## config.mk

```make
export PLATFORM = sky130hd
export DESIGN_NAME = byte_serial_adder
export DESIGN_NICKNAME = d
export VERILOG_FILES = /design/src/rtl/byte_serial_adder_pkg.sv /design/src/rtl/byte_serial_adder_adder8.sv /design/src/rtl/byte_serial_adder.sv
export SDC_FILE = /design/constraint.sdc
export NUM_CORES = 1
export LEC_CHECK = 0
export CORE_MARGIN = 2
export CORE_UTILIZATION = 40
export CTS_CLUSTER_DIAMETER = 40
export DETAILED_ROUTE_END_ITERATION = 10
export HOLD_SLACK_MARGIN = 0.08
export PLACE_DENSITY = 0.79
export SETUP_SLACK_MARGIN = 0.4
export SLEW_MARGIN = 40
export SYNTH_ARGS = -nofsm -noshare
export SYNTH_HDL_FRONTEND = slang
export SYNTH_SLANG_ARGS = --single-unit
```

## constraint.sdc

```tcl
create_clock -name clk -period 3 [get_ports clk]
set_clock_uncertainty 0.1 [all_clocks]
set_input_delay 0.9 -clock clk [delete_from_list [all_inputs] [get_ports clk]]
set_output_delay 0.9 -clock clk [all_outputs]
set_load 0.02 [all_outputs]
```

## src/rtl/byte_serial_adder_pkg.sv

```systemverilog
// Shared types and constants for the byte-serial adder.
// Latency: n/a (types and constants only).
// Backpressure: n/a.
//
// Contents:
//   BYTE_W         - width of one adder lane
//   NBYTES_DEFAULT - default operand width in bytes
//   state_t        - control FSM states (IDLE, RUN, DONE)
//   op_bits()      - operand width in bits for a given byte count
package byte_serial_adder_pkg;

    localparam int BYTE_W         = 8;
    localparam int NBYTES_DEFAULT = 4;

    // IDLE: waiting for an operand set.
    // RUN : one byte lane resolved per cycle, least significant first.
    // DONE: result presented until the consumer takes it.
    typedef enum logic [1:0] {
        IDLE = 2'd0,
        RUN  = 2'd1,
        DONE = 2'd2
    } state_t;

    function automatic int op_bits(input int nbytes);
        return nbytes * BYTE_W;
    endfunction

endpackage

```

## src/rtl/byte_serial_adder_adder8.sv

```systemverilog
// Plain 8-bit ripple adder with carry in and carry out.
// Latency: combinational, zero cycles.
// Backpressure: none; output follows inputs.
//
// Ports:
//   a, b - 8-bit addends
//   cin  - carry in
//   sum  - low 8 bits of a + b + cin
//   cout - carry out of bit 7
module adder8 (
    input  logic [7:0] a,
    input  logic [7:0] b,
    input  logic       cin,
    output logic [7:0] sum,
    output logic       cout
);

    assign {cout, sum} = {1'b0, a} + {1'b0, b} + {8'd0, cin};

endmodule

```

## src/rtl/byte_serial_adder.sv

```systemverilog
// Byte-serial unsigned adder: one 8-bit adder reused over NBYTES cycles.
// Latency: result valid NBYTES cycles after acceptance; new accept every NBYTES+2 cycles min.
// Backpressure: in_ready only in IDLE; result held in DONE until out_ready.
//
// Ports:
//   clk, rst_n          - clock, synchronous active-low reset
//   in_valid / in_ready - operand handshake for a, b, cin
//   a, b, cin           - unsigned operands and carry in, sampled at acceptance only
//   out_valid/out_ready - result handshake
//   sum, cout           - (a + b + cin) mod 2^(8*NBYTES) and final carry out
module byte_serial_adder
    import byte_serial_adder_pkg::*;
#(
    parameter int NBYTES = NBYTES_DEFAULT
) (
    input  logic                     clk,
    input  logic                     rst_n,
    input  logic                     in_valid,
    output logic                     in_ready,
    input  logic [BYTE_W*NBYTES-1:0] a,
    input  logic [BYTE_W*NBYTES-1:0] b,
    input  logic                     cin,
    output logic                     out_valid,
    input  logic                     out_ready,
    output logic [BYTE_W*NBYTES-1:0] sum,
    output logic                     cout
);

    localparam int            OP_W     = op_bits(NBYTES);
    localparam int            IDX_W    = $clog2(NBYTES);
    localparam logic [IDX_W-1:0] IDX_LAST = IDX_W'(NBYTES - 1);

    // ------------------------------------------------------------------
    // Control FSM
    // ------------------------------------------------------------------
    state_t state_q;
    state_t state_d;

    logic accept;    // operand set taken this cycle
    logic step;      // one byte lane resolved this cycle
    logic last;      // the lane being resolved is the most significant one

    logic [IDX_W-1:0] idx_q;

    always_ff @(posedge clk) begin
        if (!rst_n) begin
            state_q <= IDLE;
        end else begin
            state_q <= state_d;
        end
    end

    always_comb begin
        state_d   = state_q;
        accept    = 1'b0;
        step      = 1'b0;
        last      = 1'b0;
        in_ready  = 1'b0;
        out_valid = 1'b0;

        case (state_q)
            IDLE: begin
                in_ready = 1'b1;
                if (in_valid) begin
                    accept  = 1'b1;
                    state_d = RUN;
                end
            end
            RUN: begin
                step = 1'b1;
                if (idx_q == IDX_LAST) begin
                    last    = 1'b1;
                    state_d = DONE;
                end
            end
            DONE: begin
                out_valid = 1'b1;
                if (out_ready) begin
                    state_d = IDLE;
                end
            end
            default: begin
                state_d = IDLE;
            end
        endcase
    end

    // ------------------------------------------------------------------
    // Datapath
    // ------------------------------------------------------------------
    logic [OP_W-1:0] a_q;
    logic [OP_W-1:0] b_q;
    logic            carry_q;
    logic [OP_W-1:0] sum_q;
    logic            cout_q;

    logic [BYTE_W-1:0] lane_a;
    logic [BYTE_W-1:0] lane_b;
    logic [BYTE_W-1:0] lane_sum;
    logic              lane_cout;

    // Current lane of the captured operands; the carry register chains lanes.
    assign lane_a = a_q[idx_q*BYTE_W +: BYTE_W];
    assign lane_b = b_q[idx_q*BYTE_W +: BYTE_W];

    adder8 u_adder8 (
        .a    (lane_a),
        .b    (lane_b),
        .cin  (carry_q),
        .sum  (lane_sum),
        .cout (lane_cout)
    );

    always_ff @(posedge clk) begin
        if (!rst_n) begin
            a_q     <= '0;
            b_q     <= '0;
            carry_q <= 1'b0;
            idx_q   <= '0;
            sum_q   <= '0;
            cout_q  <= 1'b0;
        end else begin
            if (accept) begin
                a_q     <= a;
                b_q     <= b;
                carry_q <= cin;
                idx_q   <= '0;
            end
            if (step) begin
                sum_q[idx_q*BYTE_W +: BYTE_W] <= lane_sum;
                carry_q                       <= lane_cout;
                idx_q                         <= idx_q + IDX_W'(1);
                // Only the top lane's carry is architecturally visible;
                // cout keeps the previous result until then.
                if (last) begin
                    cout_q <= lane_cout;
                end
            end
        end
    end

    assign sum  = sum_q;
    assign cout = cout_q;

endmodule

```

==> results.json <==
{
  "clock.fmax_mhz": 367.6,
  "critical_path_required_ns": 3.17,
  "ys_seq_area_share_pct": 45.28,
  "timing.slew.headroom_pct": 60.33,
  "cp_num_cells": 10,
  "track_usage_pct": 20.38,
  "rsz0062_at_grt": "true",
  "hpwl_um": 8534,
  "routed_wl_um": 12470,
  "hold_ws_ns": 0.3595,
  "setup_viol": 0,
  "path_clk_slew_ns": 0.07,
  "grt_pass1_wl_um": 19210,
  "drt_iter0_markers": 265,
  "final_cell_mix": "nand2_1, clkdlybuf4s50_1, dfxtp_1",
  "crit_family": "adder cells",
  "n_fill_cell": 921,
  "cp_max_fo": 6,
  "max-vdd-ir-drop_mv": 0.3261,
  "synth-async-reset-ratio_pct": 0,
  "cp-startpoint": "idx_q[0]",
  "clkSinkCount": 102,
  "io_buffers": 103,
  "grt_max_degree": 67,
  "num_rows": 38,
  "synth_seq_cells": 102,
  "cap_violations": 0,
  "syn_area_um2": 4509,
  "diodes": 0,
  "hold_viol": 0,
  "maxSlewViolCount": 0,
  "die_x_um": 110.2,
  "worst_slack_ns": 0.2796,
  "worstRegToRegCells": 10,
  "die_y_um": 110.2,
  "crit_chain": "buf_12 -> mux4_2 -> fa_2 -> inv_2 -> fa_2 -> nand2b_4 -> a21oi_4 -> buf_6 -> a211o_1 -> a21oi_1",
  "fin_setup_tns_ns": 0,
  "crit_path_end": "sum[28]",
  "crit_arrival_ns": 2.89,
  "ctsLongestPathBuffers": 2,
  "power_w": 0.003133,
  "core_area_um2": 10940,
  "tritoncts": "yes",
  "crit_top_cell": "fa_2",
  "max_stage_delay_ns": 0.52,
  "die_area_um2": 12140,
  "root_buffer": "clkbuf_16",
  "multiInputGateArea_um2": 2432,
  "hold_path_class": "reg -> reg",
  "cp_slowest_cell": "mux4_2",
  "num_vias": 4132,
  "ff_latch_area_um2": 2048,
  "synth-edff-count": 0,
  "drive_gt1_share_pct": 13.63,
  "crit_path_end_kind": "register",
  "drt_first_pass_iters": 5,
  "synth_cell_type_count": 42,
  "fin_crit_ns": 2.720,
  "clock_latency_ns": 0.35,
  "pin_count": 104,
  "gp_congestion": 0.9042,
  "rrSetupSlack_ns": 0.28,
  "gr-total-overflow": 0,
  "crit_buf_inv": 3,
  "startpoint_type": "register",
  "antenna_found_initial": 0,
  "drc": 0,
  "p_per_area_nw_per_um2": 496.6,
  "detail-route-antenna-nets": 0,
  "wl_per_cell_um": 16.18,
  "vias_per_cell": 5.359,
  "outcome": "finished clean",
  "tightest_slew_ns": 0.5905,
  "leakagePower_nw": 2.325,
  "rr_startpoint": "idx_q[0]",
  "grt_pass1_vias": 3992,
  "htree_levels": 3,
  "post-place-ws_ns": 0.06553,
  "synth_flop_cell": "dfxtp_1",
  "initial_core_util_pct": 41.24,
  "cts_hold_buf": 0,
  "postSynthCellCount": 521,
  "syn_nets": 605,
  "syn2layout_area_growth_pct": 39.93,
  "finalCritPeriodShare_pct": 90.68,
  "syn_area_per_cell_um2": 8.655,
  "final_nets": 710,
  "layout_commonest_cell": "nand2_1",
  "yosys_warnings": 0,
  "cts_inserted_buffers": 9,
  "r2r-end": "sum[28]",
  "path_class": "reg -> reg"
}
[Yosys cell counts (all sizes together), types with 2 or more instances]
| library cell | n | share of area, % |
|---|---|---|
| fa | 2 | 0.89 |
| mux4 | 16 | 8.0 |
| nand3b | 4 | 1.6 |
| a311oi | 2 | 0.39 |
| a211oi | 4 | 0.67 |
| nor3 | 2 | 0.22 |
| o211ai | 3 | 0.50 |
| dfxtp | 102 | 45 |
| nor3b | 2 | 0.33 |
| o21ai | 17 | 1.9 |
| clkbuf | 19 | 1.6 |
| a211o | 2 | 0.39 |
| a21oi | 78 | 8.7 |
| a22oi | 10 | 1.7 |
| buf | 14 | 1.7 |
| or3 | 6 | 0.83 |
| nand2 | 144 | 12 |
| xnor2 | 2 | 0.39 |
| a31oi | 4 | 0.55 |
| ha | 13 | 3.6 |
| o21a | 2 | 0.33 |
| a2bb2oi | 3 | 0.58 |
| nor2b | 4 | 0.55 |
| nand3 | 17 | 1.9 |
| inv | 10 | 0.83 |
| and2 | 2 | 0.28 |
| nand2b | 6 | 0.83 |
| nor2 | 21 | 1.7 |
[flip-flops by register name, indices dropped and copies added (netlist names)]
| signal | flops |
|---|---|
| idx_q | 2 |
| carry_q | 1 |
| sum | 32 |
| state_q | 2 |
| cout | 1 |
| a_q | 32 |
| b_q | 32 |
[metal layers]
layer | vias to the layer above | wire (µm) | GRT usage (%)
met5 | - | 0 | 0
met3 | 19 | 927 | 4.762
met1 | 1923 | 5154 | 26.50
met4 | 0 | 170 | 5.625
met2 | 182 | 6219 | 34.01
li1 | 2008 | - | -
[what timing repair did]
item | CTS | global route
endpoints found under the setup margin | 32 | 23
pin swaps | 17 | 21
setup buffers | 12 | 3
resized for setup | 24 | 18
[how the worst min path moves through the flow]
| stage | slack [ns] | from | to | cells after the start |
|---|---|---|---|---|
| after floorplan | 0.33 | a_q[16] | a_q[16] | 2 |
| after global placement | 0.34 | a_q[4] | a_q[4] | 2 |
| after detailed placement | 0.35 | a_q[8] | a_q[8] | 2 |
| after CTS | 0.36 | a_q[8] | a_q[8] | 2 |
| after global routing | 0.38 | a_q[26] | a_q[26] | 2 |
| final | 0.36 | a_q[4] | a_q[4] | 2 |
[worst min-delay path: stages (launching register included)]
cell     delay (ns)
dfxtp_1        0.31
nand2_1        0.05
a21oi_1        0.05
[final cells by class]
type / count / area share [%]
clock buffers: 9 / 3.569
inverters: 10 / 0.5949
clock inverters: 7 / 1.031
well taps: 140 / 2.776
multi-input cells: 376 / 38.55
repair buffers: 127 / 21.02
flip-flops and latches: 102 / 32.46
[kinds of logic (layout without fill, tap and decap cells)]
logic type,count (synthesis),count (layout),synth area share [%]
AO/OA/AOI/OAI,131,131,16.87
AND/OR/NAND/NOR,212,212,20.89
flip-flops,102,102,45.28
multiplexers,16,16,7.991
buffers and inverters,43,153,4.079
adder cells (fa/ha/maj),15,15,4.495
XOR/XNOR,2,2,0.3885
[report_power, final]
| group | internal, W | switching, W |
|---|---|---|
| clock | 0.000583 | 0.000537 |
| combinational | 0.000277 | 0.000283 |
| sequential | 0.00141 | 0.0000383 |
[per-stage QoR]
step | instance area, µm² | util (%) | cells
6_report | 6310 | 57.70 | 771
5_1_grt | 6310 | 57.70 | 771
4_1_cts | 6217 | 56.85 | 768
3_5_place_dp | 5727 | 52.37 | 740
3_3_place_gp | 5727 | 52.37 | 740
2_1_floorplan | 4552 | - | 521
Note: power is estimated with default switching activity, not from simulation.
